$ cat src/rtl/platform_pkg.sv
// platform_pkg: shared constants, game-state codes, FSM states and the initial platform layout.
package platform_pkg;
  localparam int N_PLAT = 8;
  localparam int PLAT_SIZE = 60;
  localparam logic [15:0] LFSR_SEED = 16'hACE1;
  localparam logic [15:0] LFSR_TAPS = 16'hB400;
  localparam logic [7:0] MENU = 8'd0;
  localparam logic [7:0] PLAY = 8'd1;
  typedef enum logic [1:0] {IDLE, SCAN, INIT} fsm_t;
  localparam logic [9:0] INIT_X [N_PLAT] = '{10'd140, 10'd237, 10'd334, 10'd431, 10'd228, 10'd325, 10'd422, 10'd219};
  localparam logic [9:0] INIT_Y [N_PLAT] = '{10'd440, 10'd380, 10'd320, 10'd260, 10'd200, 10'd140, 10'd80, 10'd20};
endpackage

$ cat src/rtl/lfsr16.sv
// lfsr16: free-running 16-bit Galois LFSR, seeded on reset.
module lfsr16
  import platform_pkg::*;
(
  input  logic        Clk,
  input  logic        Reset,
  output logic [15:0] value
);
  always_ff @(posedge Clk or negedge Reset)
    if (!Reset) value <= LFSR_SEED;
    else value <= value[0] ? (value >> 1) ^ LFSR_TAPS : value >> 1;
endmodule

$ cat src/rtl/platform_field.sv
// platform_field: scrolls and recycles eight platforms, tracks score; PLAT_MOVING_EN makes odd platforms slide sideways.
module platform_field #(
  parameter int H           = 480,
  parameter int X_min       = 140,
  parameter int X_max       = 499,
  parameter int SCROLL_LINE = 160,
  parameter int MAX_SCROLL  = 24,
  parameter int PLAT_SIZE   = platform_pkg::PLAT_SIZE
) (
  input  logic        Clk,
  input  logic        Reset,
  input  logic [1:0]  frame_clk_edge,
  input  logic [7:0]  state,
  input  logic [9:0]  Doodle_Y,
  output logic [9:0]  Platform_X [0:7],
  output logic [9:0]  Platform_Y [0:7],
  output logic [7:0]  platform_size,
  output logic [15:0] score,
  output logic        busy
);
  import platform_pkg::*;
  localparam int X_HI = X_max - PLAT_SIZE;
  fsm_t fsm, fsm_nx;
  logic [2:0] idx;
  logic [9:0] scroll, sc_nx, diff, rand_x, x_cur, x_nx;
  logic [10:0] ny;
  logic [16:0] sum;
  logic [15:0] lfsr;
  logic [8:0] r;
  logic wrap, frame, unused_lfsr;
`ifdef PLAT_MOVING_EN
  logic [N_PLAT-1:0] dir;
  logic dir_nx;
`endif
  lfsr16 u_lfsr (.Clk(Clk), .Reset(Reset), .value(lfsr));
  assign platform_size = 8'(PLAT_SIZE);
  assign busy = fsm != IDLE;
  assign frame = frame_clk_edge == 2'b01;
  assign r = lfsr[8:0];
  assign unused_lfsr = ^lfsr[15:9];
  // Out-of-range draws fold back by 256 so every X fits the playfield.
  assign rand_x = 10'(X_min) + {1'b0, r} - (r > 9'(X_HI - X_min) ? 10'd256 : 10'd0);
  always_comb begin
    fsm_nx = fsm == IDLE ? (frame && state == PLAY ? SCAN : frame && state == MENU ? INIT : IDLE)
           : fsm == SCAN ? (idx == 3'(N_PLAT - 1) ? IDLE : SCAN) : IDLE;
    diff = 10'(SCROLL_LINE) - Doodle_Y;
    sc_nx = Doodle_Y < 10'(SCROLL_LINE) ? (diff > 10'(MAX_SCROLL) ? 10'(MAX_SCROLL) : diff) : '0;
    sum = {1'b0, score} + 17'(sc_nx);
    ny = {1'b0, Platform_Y[idx]} + {1'b0, scroll};
    wrap = ny >= 11'(H);
    x_cur = Platform_X[idx];
    x_nx = wrap ? rand_x : x_cur;
`ifdef PLAT_MOVING_EN
    dir_nx = dir[idx];
    if (idx[0] && !wrap) begin
      x_nx = dir[idx] ? (x_cur - 10'd1 <= 10'(X_min) ? 10'(X_min) : x_cur - 10'd1)
                      : (x_cur + 10'd1 >= 10'(X_HI) ? 10'(X_HI) : x_cur + 10'd1);
      dir_nx = dir[idx] ? x_cur - 10'd1 > 10'(X_min) : x_cur + 10'd1 >= 10'(X_HI);
    end
`endif
  end
  always_ff @(posedge Clk or negedge Reset) begin
    if (!Reset) begin
      fsm <= IDLE;
      idx <= '0;
      scroll <= '0;
      score <= '0;
      Platform_X <= INIT_X;
      Platform_Y <= INIT_Y;
`ifdef PLAT_MOVING_EN
      dir <= '0;
`endif
    end else begin
      fsm <= fsm_nx;
      if (fsm == IDLE && fsm_nx == SCAN) begin
        scroll <= sc_nx;
        idx <= '0;
        score <= sum[16] ? 16'hFFFF : sum[15:0];
      end
      if (fsm == INIT) begin
        Platform_X <= INIT_X;
        Platform_Y <= INIT_Y;
        score <= '0;
`ifdef PLAT_MOVING_EN
        dir <= '0;
`endif
      end
      if (fsm == SCAN) begin
        Platform_Y[idx] <= 10'(wrap ? ny - 11'(H) : ny);
        Platform_X[idx] <= x_nx;
`ifdef PLAT_MOVING_EN
        dir[idx] <= dir_nx;
`endif
        idx <= idx + 3'd1;
      end
    end
  end
endmodule

$ cat config.mk
export PLATFORM = sky130hd
export DESIGN_NAME = platform_field
export DESIGN_NICKNAME = d
export VERILOG_FILES = /design/src/rtl/platform_pkg.sv /design/src/rtl/lfsr16.sv /design/src/rtl/platform_field.sv
export SDC_FILE = /design/constraint.sdc
export NUM_CORES = 1
export LEC_CHECK = 0
export CAP_MARGIN = 10
export CORE_ASPECT_RATIO = 0.9
export CORE_UTILIZATION = 30
export CTS_BUF_LIST = sky130_fd_sc_hd__clkbuf_8 sky130_fd_sc_hd__clkbuf_16
export DETAILED_ROUTE_END_ITERATION = 7
export HOLD_SLACK_MARGIN = 0.03
export PLACE_DENSITY_LB_ADDON = 0.15
export SLEW_MARGIN = 10
export SYNTH_ARGS = -nofsm -noshare
export SYNTH_HDL_FRONTEND = slang
export SYNTH_SLANG_ARGS = --single-unit
$ cat constraint.sdc
create_clock -name Clk -period 5.1 [get_ports Clk]
set_clock_uncertainty 0.1 [all_clocks]
set_input_delay 1.02 -clock Clk [delete_from_list [all_inputs] [get_ports Clk]]
set_output_delay 1.02 -clock Clk [all_outputs]
set_load 0.1 [all_outputs]
### Yosys cells after proc, flatten, opt, wreduce, memory -nomap -nowiden

Index checks and enable logic that the tools add are counted.

| storage, ports and cells | value |
|---|---|
| flip-flop bits (word level) | 207 |
| bits of input ports | 22 |
| output and inout bits | 185 |
| word-level logic and storage cells | 81 |

| cells by class | value |
|---|---|
| add/subtract/negate cells | 7 |
| $lt $le $gt $ge | 6 |
| equal/unequal tests | 6 |
| mux-type cells | 30 |
| bitwise gates (word level) | 2 |
| reduce and logical (&&, ||, !) cells | 9 |

Operators with widths:

| cell | number |
|---|---|
| 80-bit 2-to-1 mux | 4 |
| 80-bit bitwise mux | 2 |
| 10-bit 2-to-1 mux | 9 |
| 16-bit 2-to-1 mux | 4 |
| 10-bit binary-select mux with 3-bit select | 2 |
| 10-bit demux with 3-bit select | 1 |
| 16-bit by 10-bit adder with 17-bit output | 1 |
| 10-bit by 10-bit adder with 11-bit output | 1 |
| 11-bit by 9-bit >= comparator with 1-bit output (second input constant) | 1 |
| 8-bit by 9-bit adder with 10-bit output (first input constant) | 1 |
| 10-bit by 5-bit > comparator with 1-bit output (second input constant) | 1 |
| 10-bit by 8-bit less-than comparator with 1-bit output (second input constant) | 1 |
| 10-bit by 9-bit subtractor with 10-bit output | 1 |
| 10-bit by 9-bit subtractor with 10-bit output (second input constant) | 1 |
| 8-bit by 10-bit subtractor with 10-bit output (first input constant) | 1 |
| 9-bit > comparator (second input constant) | 1 |
| 9-bit 2-to-1 mux | 1 |
| 8-bit by 1-bit == test with 1-bit output (second input constant) | 1 |
| 8-bit zero test | 1 |
| 3-bit inverter with 4-bit output | 2 |
| 2-bit by 1-bit == test with 1-bit output (second input constant) | 3 |
| 2-bit 2-to-1 mux | 3 |
| 3-bit 2-to-1 mux | 2 |
| 2-bit nonzero test | 3 |
| 8 further kinds | 12 |

### Depth between registers and ports, before layout

Gate-level depths: netlist (run 1).

| logic depth | value |
|---|---|
| depth after elaboration | 9 |
| gate-level depth with buffers | 21 |
| depth with buffers taken out | 17 |

### By module

Synthesis (run 1) repeated with hierarchy kept, for this count alone.

| second synthesis, totals | value |
|---|---|
| cell total of the unflattened synthesis | 1,253 |
| area, all modules | 12,353.1 um^2 |

Modules (own cells, without submodules):

| module | times used | cells each | area each (um^2) | seq. area each (um^2) |
|---|---|---|---|---|
| platform_field | 1 | 1,234 | 11,916.4 | 4,860.9 |
| lfsr16 | 1 | 19 | 436.7 | 410.4 |

### Worst setup path before layout (run 1)

No wires, ideal clock.

| timing | value |
|---|---|
| path kind | in2reg |
| from | input Doodle_Y[0] |
| to | register score[11] |
| setup time | 126 ps |
| data arrival time | 4,714 ps |
| required time | 4,874 ps |
| path slack | 160 ps |
| cell stages on the path | 19 |
| buffers on the path | 2 |
| cells stage by stage | inv_1 > ha_1 > clkbuf_1 > a211oi_1 > a221oi_1 > nor3_1 > a211oi_1 > nor2b_1 > and2_1 > ha_1 > fa_1 > a21oi_1 > o21bai_1 > or4b_2 > a41oi_1 > or3_1 > clkbuf_1 > a21o_1 > mux2i_1 |

| on the way | value |
|---|---|
| cells in the longest elaborated chain, start to end | 8 |
| elaborated cells between the ends (all ways) | 9 |
| those cells by class | add/sub (2); order compare (2); mux (5) |

RTL lines:

| item | RTL line | RTL |
|---|---|---|
| start: declaration | platform_field.sv:14 | `input logic [9:0] Doodle_Y,` |
| 8-bit by 10-bit subtractor with 10-bit output | platform_field.sv:46 | `diff = 10'(SCROLL_LINE) - Doodle_Y;` |
| 10-bit by 5-bit > comparator with 1-bit output | platform_field.sv:47 | `sc_nx = Doodle_Y < 10'(SCROLL_LINE) ? (diff > 10'(MAX_SCROLL) ? 10'(MAX_SCROLL) : diff) : '0;` |
| 10-bit 2-to-1 mux | platform_field.sv:47 |  |
| 10-bit 2-to-1 mux (*) | platform_field.sv:47 |  |
| via sc_nx[0] | platform_field.sv:25 | `logic [9:0] scroll, sc_nx, diff, rand_x, x_cur, x_nx;` |
| 16-bit by 10-bit adder with 17-bit output (*) | platform_field.sv:48 | `sum = {1'b0, score} + 17'(sc_nx);` |
| 16-bit 2-to-1 mux (*) | platform_field.sv:78 | `score <= sum[16] ? 16'hFFFF : sum[15:0];` |
| 16-bit 2-to-1 mux (*) | platform_field.sv:75 | `if (fsm == IDLE && fsm_nx == SCAN) begin` |
| 16-bit 2-to-1 mux (*) | platform_field.sv:80 | `if (fsm == INIT) begin` |
| end signal: assignment | platform_field.sv:78 |  |
| end: declaration | platform_field.sv:18 | `output logic [15:0] score,` |

The timed path passes the listed nets; every way through them passes the cells marked *. The select of a mux whose other input is x is not followed.
A chain may end at the register's enable or synchronous reset.

### Final worst setup path (run 1)

| timing | value |
|---|---|
| from | input Doodle_Y[1] |
| to | register score[8] |

The elaborated chain is that of the path after synthesis.

==> results of run 1 <==
state kept, by name, indices dropped and copies added, names as in the netlist:
register	cells
score	16
u_lfsr.value	16
scroll	10
Platform_Y	80
idx	3
Platform_X	80
fsm	2
repair_timing:
item                                   4_1_cts  5_1_grt
endpoints found under the hold margin        0        0
setup endpoints to repair                    0       28
gates resized for setup                      0        7
cell type report:
| cell class | count | area, um2 |
|---|---|---|
| Fill cell | 3804 | 22300 |
| Timing Repair Buffer | 347 | 3170 |
| Sequential cell | 207 | 5270 |
| Tap cell | 525 | 657 |
| Antenna cell | 1 | 2.50 |
| Clock buffer | 31 | 719 |
| Clock inverter | 15 | 100 |
| Inverter | 24 | 90.1 |
| Multi-Input combinational cell | 922 | 6100 |
logic make-up after synthesis:
| kind of cell | count (synthesis) | synth area share (%) |
|---|---|---|
| mux | 37 | 3.63 |
| fa+ha+maj | 38 | 4.18 |
| xor+xnor | 26 | 2.07 |
| simple gates | 370 | 14.4 |
| other cells | 2 | 0.0641 |
| compound gates | 438 | 27.1 |
| buf+inv | 101 | 3.65 |
| flops | 207 | 45.0 |
layout by cell type, fill, tap and decap left out, drive strengths merged, types with 12 or more instances in the layout:
master,Yosys,routed
a221oi,67,67
mux2,14,14
o31ai,13,13
conb,2,13
nor2,96,96
nor3,29,29
clkbuf,49,32
a21o,15,15
buf,28,149
o21ai,102,102
nor2b,12,12
ha,36,36
nand2,130,130
mux2i,20,20
dfstp,73,73
dfrtp,134,134
nand3,41,41
o221ai,42,42
a21oi,72,72
and2,18,18
xnor2,17,17
inv,22,32
a211oi,12,12
a22o,34,34
clkdlybuf4s50,0,196
worst paths after layout:
kind | from | endpoint | slack, ps | cells past startpoint
max in group asynchronous | Reset | Platform_Y[65]$_DFF_PN1_ | 3320 | 2
setup reg to reg | idx[0]$_DFFE_PN0P_ | Platform_Y[6]$_DFF_PN0_ | 320 | 16
min in group asynchronous | Reset | Platform_X[25]$_DFF_PN0_ | 520 | 1
hold / removal | u_lfsr.value[9]$_DFF_PN0_ | u_lfsr.value[8]$_DFF_PN0_ | 260 | 0
setup / recovery | Doodle_Y[1] | score[8]$_DFFE_PN0P_ | 240 | 19
hold reg to reg | u_lfsr.value[9]$_DFF_PN0_ | u_lfsr.value[8]$_DFF_PN0_ | 260 | 0
report_power, final:
part	internal (mW)	switching (mW)	leakage, nW	total (mW)
registers	1.88	0.231	2.59	2.11
clock network	1.05	0.753	0.439	1.80
logic	1.17	2.81	3.73	3.98
total	4.10	3.80	6.76	7.90
metal layers:
layer	wire (um)	GRT usage, %
met1	23600	37.9
met5	0	0.123
met3	4880	6.21
met2	20900	35.5
met4	1030	5.27
stage by stage:
step / utilization, % / cells / cell area, um2
2_1_floorplan: - / 1230 / 11800
3_3_place_gp: 39.7 / 2025 / 15300
3_5_place_dp: 39.7 / 2025 / 15300
4_1_cts: 41.8 / 2071 / 16100
5_1_grt: 41.9 / 2071 / 16100
6_report: 41.9 / 2072 / 16100
==> impl_metrics.json, run 1 <==
{
  "postLayoutSetupSlackWorst_ps": 243,
  "floorplan.initialDensity_pct": 30.5,
  "gr-total-overflow": 0,
  "drt_iter0_markers": 1247,
  "gp_congestion": 0.928,
  "cts_setup_buffers": 0,
  "die_h_um": 190,
  "worstPathArrival_ps": 5140,
  "leakage_nw": 6.76,
  "dpl_worst_slack_ps": -397,
  "row_count": 68,
  "fp.dieArea_um2": 39900,
  "synth_largest_type_area_fraction_pct": 28.6,
  "io_buffers": 198,
  "worstHoldPathType": "reg2reg",
  "nets": 1587,
  "cp_max_fo": 7,
  "hold_buffers": 0,
  "finalHoldViolations": 0,
  "grt_util_all_layers_pct": 25.0,
  "syn_avg_cell_area_um2": 9.62,
  "cp_cell_instances": "clkdlybuf4s50_1, inv_1, ha_1, a211oi_1, a221oi_1, nor3_1, a211oi_1, nor2b_2, and2_1, ha_1, fa_1, a21oi_2, o21bai_1, or4b_2, a41oi_2, buf_4, or3_1, buf_12, a31oi_1",
  "final-max-slew-violation-count": 0,
  "fmaxAchievable_mhz": 206,
  "yosysSeqAreaShare_pct": 45.0,
  "maxCapViolCount": 0,
  "drive_gt1_share_pct": 20.3,
  "grt_first_pass_wirelength_um": 74900,
  "instance_count_of_the_mapped_netlist": 1219,
  "timing.setup.tns_ps": 0,
  "run_status": "finished clean",
  "ant_nets": 0,
  "worst-setup-path-type": "in2reg",
  "cts-root-buf": "sky130_fd_sc_hd__clkbuf_16",
  "top_cells_by_area_synth": "sky130_fd_sc_hd__dfrtp_1, sky130_fd_sc_hd__dfstp_2, sky130_fd_sc_hd__a221oi_1",
  "tritoncts_num_sinks": 207,
  "cp_slowest_stage_delay_ps": 650,
  "cts-buffers-inserted": 25,
  "worst_slew_pin_slew_ps": 1210,
  "cp-end-kind": "register",
  "highest_ir_drop_seen_on_vdd_uv": 338,
  "post-dp-hpwl_um": 36900,
  "path_delay_family": "simple AND/OR/NAND/NOR gates",
  "fin_hold_ws_ps": 257,
  "min_period_ps": 4860,
  "tritoncts": "done",
  "synth_edf_count": 0,
  "core_area_um2": 38500,
  "synth.cell_area_um2": 11700,
  "cts_clock_pin_slew_for_the_worst_setup_and_hold_paths_ps": 60,
  "setup_viol": 0,
  "yosys.area.top_type": "sky130_fd_sc_hd__dfrtp_1",
  "synth_seq_cells": 207,
  "dieWidth_um": 210,
  "vias_per_cell": 5.63,
  "area_growth_pct": 37.4,
  "postSynth.topFlopCell": "sky130_fd_sc_hd__dfrtp_1",
  "grt_antenna_before_repair": 0,
  "timing.max_slew.rel_slack_pct": 19.4,
  "drt_drc_violations_left": 0,
  "worst_setup_path_start_kind": "input port",
  "cp_bufs_invs": 4,
  "drt_pass1_iterations": 5,
  "post_synthesis_async_set_or_reset_flop_share_pct": 100,
  "yosysUniqueCellTypes": 77,
  "cts-htree-levels": 1,
  "crit_slowest_cell": "sky130_fd_sc_hd__or4b_2",
  "pin_count": 207,
  "critical_path_required_ps": 5390,
  "synth_most_common_cell": "sky130_fd_sc_hd__dfrtp_1",
  "fin_total_pwr_mw": 7.90,
  "via_count": 11700,
  "wl_per_cell_um": 24.3,
  "insertion_delay_to_the_later_sink_of_the_worst_skew_pair_ps": 550,
  "netlist_top_cells_count": "sky130_fd_sc_hd__dfrtp_1, sky130_fd_sc_hd__nand2_1, sky130_fd_sc_hd__nor2_1",
  "grt_max_degree": 106,
  "yosys_warnings": 0,
  "period_share_pct": 95.2,
  "max-clock-path-buffers": 3,
  "first_global_vias": 11300,
  "power-per-cell-area_nw_per_um2": 490,
  "drt-total-wl_um": 50400
}
Power figures use the tool's default switching activity.
==> run 2: changes to the inputs <==
- SYNTH_HIERARCHICAL: default -> 1
==> run 2 against run 1 <==
  * Count of clock-buffer cells in the layout increased by 3
  * Hold slack lost 6.3 ps
  * Sequential power shrank 3%
  * Combinational power shrank 25%
  * Cell count fell by 1.6%
  * Via count rose by 6.0%
  * Design area up 1.5%
  * Setup slack improved by 15 ps
  * Register-to-register slack lost 60 ps
  * Synthesized cell count increased by 2.8%
  * Die area grew 5.3%
  * Critical endpoint is now Platform_X[66]$_DFF_PN1_
==> impl_metrics.json, run 2 <==
{
  "cp_max_fo": 20,
  "cts_setup_buffers": 0,
  "mostFrequentLayoutCells": "sky130_fd_sc_hd__clkdlybuf4s50_1, sky130_fd_sc_hd__dfrtp_1, sky130_fd_sc_hd__buf_4, sky130_fd_sc_hd__nand2_1, sky130_fd_sc_hd__nor2_1",
  "nets": 1539,
  "io_buffers": 198,
  "cts_clock_pin_slew_for_the_worst_setup_and_hold_paths_ps": 60,
  "muxShareOfSynthArea_pct": 3.77,
  "setup_viol": 0,
  "yosysSeqAreaShare_pct": 42.7,
  "final-max-slew-violation-count": 0,
  "worstPathArrival_ps": 5230,
  "via_count": 12400,
  "pin_count": 207,
  "timing.max_slew.rel_slack_pct": 19.7,
  "instance_count_of_the_mapped_netlist": 1253,
  "crit_slowest_cell": "sky130_fd_sc_hd__dfrtp_2",
  "area_growth_pct": 32.4,
  "fmaxAchievable_mhz": 207,
  "ant_nets": 0,
  "maxCapViolCount": 0,
  "drive_gt1_share_pct": 19.5,
  "cp-end-kind": "register",
  "core_area_um2": 40600,
  "cts-buffers-inserted": 26,
  "top_regs": "Platform_X: 80 flops, Platform_Y: 80 flops",
  "dpl_worst_slack_ps": -477,
  "period_share_pct": 94.9,
  "post-dp-hpwl_um": 39300,
  "worst_slew_pin_slew_ps": 1200,
  "wl_per_cell_um": 27.1,
  "leakage_nw": 6.36,
  "finalHoldViolations": 0,
  "combPwrFrac_pct": 42.5,
  "gr-total-overflow": 0,
  "yosys.area.top_type": "sky130_fd_sc_hd__dfrtp_1",
  "layout.filler_cells": 4008,
  "yosysUniqueCellTypes": 90,
  "synth_simple_gate_area_share_pct": 13.7,
  "worstHoldPathType": "reg2reg",
  "power.share.clock_pct": 28.4,
  "power.share.sequential_pct": 29.1,
  "cp_slowest_stage_delay_ps": 480,
  "synth_most_common_cell": "sky130_fd_sc_hd__dfrtp_1",
  "first_global_vias": 11700,
  "drt_drc_violations_left": 0,
  "run_status": "finished clean",
  "grt_first_pass_wirelength_um": 81200,
  "postSynth.topFlopCell": "sky130_fd_sc_hd__dfrtp_1",
  "fp.dieArea_um2": 42000,
  "post_synth_fa_ha_maj_area_fraction_pct": 3.97,
  "p_sw_share_pct": 45.1,
  "top_cells_by_area_synth": "sky130_fd_sc_hd__dfrtp_1, sky130_fd_sc_hd__dfstp_2, sky130_fd_sc_hd__ha_1",
  "syn_avg_cell_area_um2": 9.86,
  "use_met1_pct": 39.0,
  "layout.cells.most_common": "sky130_fd_sc_hd__clkdlybuf4s50_1",
  "yosys_warnings": 6,
  "vias_per_cell": 6.06,
  "worst_setup_path_start_kind": "register",
  "power-per-cell-area_nw_per_um2": 429,
  "drt_pass1_iterations": 5,
  "synth_top_family_by_area": "compound AO/OA/AOI/OAI gates",
  "netlist_top_cells_count": "sky130_fd_sc_hd__dfrtp_1, sky130_fd_sc_hd__nand2_1, sky130_fd_sc_hd__nor2_1",
  "tritoncts_num_sinks": 207,
  "worst-setup-path-type": "reg2reg",
  "grtUsageMet3_pct": 5.87,
  "drt_iter0_markers": 1466,
  "insertion_delay_to_the_later_sink_of_the_worst_skew_pair_ps": 550,
  "critical_path_required_ps": 5490,
  "grt_antenna_before_repair": 2,
  "min_period_ps": 4840,
  "cts-root-buf": "sky130_fd_sc_hd__clkbuf_16",
  "fin_total_pwr_mw": 7.02,
  "path_delay_family": "simple AND/OR/NAND/NOR gates",
  "tritoncts": "done",
  "synth_largest_type_area_fraction_pct": 27.1,
  "grt_setup_unrepaired": "no",
  "timing.setup.tns_ps": 0,
  "floorplan.initialDensity_pct": 30.4,
  "row_count": 70,
  "dieWidth_um": 216,
  "synth_edf_count": 0,
  "die_h_um": 195,
  "yosys.area_share.xor_xnor_pct": 2.41,
  "max-clock-path-buffers": 3,
  "diodes": 0,
  "grt_util_all_layers_pct": 25.7,
  "synth.cell_area_um2": 12400,
  "grt_max_degree": 101,
  "cp_bufs_invs": 4,
  "hold_buffers": 0,
  "synth_compound_gate_area_share_pct": 28.3,
  "grt.busiest_layer": "met1",
  "post_synthesis_async_set_or_reset_flop_share_pct": 100,
  "internal_power_mw": 3.85,
  "drt-total-wl_um": 55300,
  "postLayoutSetupSlackWorst_ps": 258,
  "fin_cells": 2039,
  "dpl.cell_count": 1990,
  "synth_seq_cells": 207,
  "highest_ir_drop_seen_on_vdd_uv": 281,
  "cts-htree-levels": 1,
  "cp_cell_instances": "buf_4, nor3_2, a22oi_1, nand4_1, ha_1, inv_1, fa_1, nand2b_1, a211oi_2, nor3_1, nand2_1, nand2_1, inv_2, ha_1, a31o_4, buf_4, nand3_1, o221a_2",
  "gp_congestion": 0.914,
  "grt_met2_use_pct": 36.6,
  "power.switching_mw": 3.17
}
[run 2: cells by family (layout without fill, tap and decap cells)]
kind of cell | count (synthesis) | after routing
flip-flops | 207 | 207
other | 2 | 13
multiplexers | 30 | 30
buffers and inverters | 144 | 378
adder cells (fa/ha/maj) | 38 | 38
XOR/XNOR | 34 | 34
AND/OR/NAND/NOR | 343 | 343
AO/OA/AOI/OAI | 455 | 456
[run 2: power by group through the flow]
stage / Clock, mW / Combinational, mW / Sequential [mW]
2_1_floorplan: 0 / 1.02 / 2.95
3_3_place_gp: 0 / 2.89 / 2.07
3_5_place_dp: 0 / 2.90 / 2.06
4_1_cts: 2.02 / 2.91 / 2.04
5_1_grt: 2.08 / 3.09 / 2.06
6_report: 1.99 / 2.98 / 2.05
[run 2: per-layer routing]
layer	vias up	wire [um]
met1	6216	25600
met4	0	1230
li1	5362	-
met2	702	23000
met3	86	5450
met5	-	0
[run 2: worst paths after layout]
kind / start / endpoint / slack, ps / cells after the start
max: idx[2]$_DFFE_PN0P_ / Platform_X[66]$_DFF_PN1_ / 260 / 18
min: u_lfsr/value[9]$_DFF_PN0_ / u_lfsr/value[8]$_DFF_PN0_ / 250 / 0
max reg2reg: idx[2]$_DFFE_PN0P_ / Platform_X[66]$_DFF_PN1_ / 260 / 18
min reg2reg: u_lfsr/value[9]$_DFF_PN0_ / u_lfsr/value[8]$_DFF_PN0_ / 250 / 0
max in group asynchronous: Reset / Platform_X[42]$_DFF_PN1_ / 3400 / 2
min in group asynchronous: Reset / Platform_X[75]$_DFF_PN0_ / 470 / 1
[run 2: layout make-up]
type / count / area [um2] / area share (%)
timing repair buffer: 302 / 2780 / 17.0
clock inverter: 14 / 159 / 0.971
sequential: 207 / 5270 / 32.2
tap: 540 / 676 / 4.13
clock buffer: 34 / 772 / 4.72
multi-input combinational: 914 / 6590 / 40.3
inverter: 28 / 105 / 0.643
[run 2: repair_timing]
item,in CTS,in global routing
gates resized for setup,0,11
setup endpoints to repair,0,87
hold endpoints to repair,0,0
[run 2: metrics by stage]
step / util [%] / area (um2) / hold slack, ps
4_1_cts: 40.1 / 16300 / 253
2_1_floorplan: - / 12400 / 231
6_report: 40.2 / 16400 / 251
5_1_grt: 40.2 / 16400 / 255
3_5_place_dp: 37.8 / 15400 / 239
3_3_place_gp: 37.8 / 15400 / 235
==> run 3: changes to the inputs <==
- RECOVER_POWER: default -> 50
==> run 3 against run 2 <==
  * The flow now finishes with violations (capacitance limit, slew limit)
  * Power shrank 0.30%
  * Count of clock-buffer cells in the layout is the same
  * Via count is essentially flat
  * Die area is the same
  * Highest routed layer unchanged
  * First-iteration DRC count shrank 3.4%
  * Utilization shrank 0.077 points
  * Critical path depth is the same
  * Flip-flop and latch count is the same
  * Combinational power is essentially flat
  * Setup slack gained 5.0 ps
==> impl_metrics.json, run 3 (synthesis gave the netlist of run 2 again) <==
{
  "min_period_ps": 4840,
  "cp_bufs_invs": 4,
  "cp_max_fo": 20,
  "worstHoldStart": "u_lfsr/value[9]$_DFF_PN0_",
  "run_status": "complete, but fails checks",
  "area_growth_pct": 32.2,
  "grt_setup_unrepaired": "no",
  "worst-setup-path-type": "reg2reg",
  "combPwrFrac_pct": 42.3,
  "power.share.clock_pct": 28.5,
  "highest_ir_drop_seen_on_vdd_uv": 280,
  "fp.dieArea_um2": 42000,
  "row_count": 70,
  "nets": 1539,
  "max-clock-path-buffers": 3,
  "top_regs": "Platform_X: 80 flops, Platform_Y: 80 flops",
  "drt-total-wl_um": 55400,
  "r2r_setup_slack_ps": 260,
  "die_h_um": 195,
  "cp_slowest_stage_delay_ps": 490,
  "worstHoldPathType": "reg2reg",
  "cts-root-buf": "sky130_fd_sc_hd__clkbuf_16",
  "diodes": 0,
  "power.share.sequential_pct": 29.2,
  "dpl.cell_count": 1990,
  "setup_viol": 0,
  "critical_path.reg2reg.startpoint": "idx[2]$_DFFE_PN0P_",
  "maxCapViolCount": 1,
  "pin_count": 207,
  "finalHoldViolations": 0,
  "wl_per_cell_um": 27.1,
  "power.switching_mw": 3.17,
  "vias_per_cell": 6.06,
  "gr-total-overflow": 0,
  "grt_first_pass_wirelength_um": 81200,
  "drt_drc_violations_left": 0,
  "grt_max_degree": 101,
  "period_share_pct": 94.8,
  "layout.filler_cells": 4015,
  "cp_cell_instances": "buf_4, nor3_2, a22oi_1, nand4_1, ha_1, inv_1, fa_1, nand2b_1, a211oi_2, nor3_1, nand2_1, nand2_1, inv_2, ha_1, a31o_4, buf_4, nand3_1, o221a_2",
  "worst_setup_path_start_kind": "register",
  "crit_slowest_cell": "sky130_fd_sc_hd__dfrtp_2",
  "critical_path_required_ps": 5490,
  "via_count": 12400,
  "grt_util_all_layers_pct": 25.7,
  "leakage_nw": 6.45,
  "core_area_um2": 40600,
  "worst_slew_pin_slew_ps": 2740,
  "failed_checks": "capacitance limit, slew limit",
  "power-per-cell-area_nw_per_um2": 429,
  "path_delay_family": "simple AND/OR/NAND/NOR gates",
  "floorplan.initialDensity_pct": 30.4,
  "fin_cells": 2039,
  "io_buffers": 198,
  "cts-htree-levels": 1,
  "first_global_vias": 11700,
  "grt_antenna_before_repair": 2,
  "tritoncts_num_sinks": 207,
  "drt_iter0_markers": 1416,
  "insertion_delay_to_the_later_sink_of_the_worst_skew_pair_ps": 550,
  "tritoncts": "done",
  "gp_congestion": 0.914,
  "fmaxAchievable_mhz": 207,
  "cts-buffers-inserted": 26,
  "post-dp-hpwl_um": 39300,
  "drive_gt1_share_pct": 18.9,
  "p_sw_share_pct": 45.2,
  "mostFrequentLayoutCells": "sky130_fd_sc_hd__clkdlybuf4s50_1, sky130_fd_sc_hd__dfrtp_1, sky130_fd_sc_hd__buf_4, sky130_fd_sc_hd__nand2_1, sky130_fd_sc_hd__nor2_1",
  "dieWidth_um": 216,
  "crit_path_start": "idx[2]$_DFFE_PN0P_",
  "cts_clock_pin_slew_for_the_worst_setup_and_hold_paths_ps": 60,
  "drt_pass1_iterations": 8,
  "layout.cells.most_common": "sky130_fd_sc_hd__clkdlybuf4s50_1",
  "final-max-slew-violation-count": 100,
  "timing.setup.tns_ps": 0,
  "worstPathArrival_ps": 5220,
  "internal_power_mw": 3.83,
  "ant_nets": 0,
  "cp-end-kind": "register",
  "timing.max_slew.rel_slack_pct": -82.7
}
==> run 3: changes by cell type in the layout (fill, tap and decap cells not counted) <==
| cell | previous run | this run |
|---|---|---|
| sky130_fd_sc_hd__and2_0 | 2 | 6 |
| sky130_fd_sc_hd__and2_1 | 15 | 11 |
| sky130_fd_sc_hd__buf_4 | 103 | 97 |
| sky130_fd_sc_hd__clkbuf_1 | 0 | 6 |
| sky130_fd_sc_hd__clkbuf_2 | 0 | 1 |
| sky130_fd_sc_hd__clkbuf_8 | 8 | 7 |
| sky130_fd_sc_hd__clkdlybuf4s50_1 | 197 | 161 |
| sky130_fd_sc_hd__dfstp_1 | 0 | 4 |
| sky130_fd_sc_hd__dfstp_2 | 73 | 69 |
| sky130_fd_sc_hd__dlygate4sd3_1 | 0 | 36 |
==> run 3: worst paths after layout <==
path | endpoint | depth (start not counted)
max in group asynchronous | idx[2]$_DFFE_PN0P_ | 2
setup reg to reg | Platform_X[66]$_DFF_PN1_ | 18
min in group asynchronous | Platform_X[75]$_DFF_PN0_ | 1
setup / recovery | Platform_X[66]$_DFF_PN1_ | 18
hold / removal | u_lfsr/value[8]$_DFF_PN0_ | 0
hold reg to reg | u_lfsr/value[8]$_DFF_PN0_ | 0
==> run 3: routing by layer <==
metal / vias up / global-route usage (%) / wire (um) / share of wire [%]
li1: 5362 / - / - / -
met1: 6249 / 39.0 / 26100 / 47
met2: 658 / 36.6 / 23100 / 42
met3: 95 / 5.87 / 4930 / 8.9
met4: 0 / 5.69 / 1210 / 2.2
met5: - / 0 / 0 / 0
==> run 3: repair_timing <==
| action | in CTS | in global routing |
|---|---|---|
| endpoints found under the setup margin | 0 | 87 |
| gates resized for setup | 0 | 11 |
| buffers inserted | 0 | 0 |
| hold buffers | 0 | 0 |
==> run 3: layout make-up <==
class	instances	area, um2	area share [%]
Multi-Input combinational cell	914	6590	40.4
Clock inverter	14	159	0.973
Tap cell	540	676	4.14
Clock buffer	34	772	4.73
Sequential cell	207	5270	32.3
Inverter	28	105	0.644
Timing Repair Buffer	302	2750	16.8
==> run 3: metrics by stage <==
stage | setup slack [ps] | total power, mW | hold WS [ps] | utilization [%] | area, um2
global placement | -392 | 4.96 | 235 | 37.8 | 15400
detailed placement | -477 | 4.96 | 239 | 37.8 | 15400
finish | 263 | 7.00 | 251 | 40.2 | 16300
global route | 1.59 | 7.22 | 255 | 40.2 | 16300
floorplan | 63.8 | 3.97 | 231 | - | 12400
CTS | 50.3 | 6.97 | 253 | 40.1 | 16300
==> run 3: power groups by stage <==
stage                     registers (mW)  logic [mW]  clock network (mW)
after floorplan                     2.95        1.02                   0
after global placement              2.07        2.89                   0
after detailed placement            2.06        2.90                   0
after CTS                           2.04        2.91                2.02
after global routing                2.06        3.07                2.08
final                               2.05        2.96                2.00
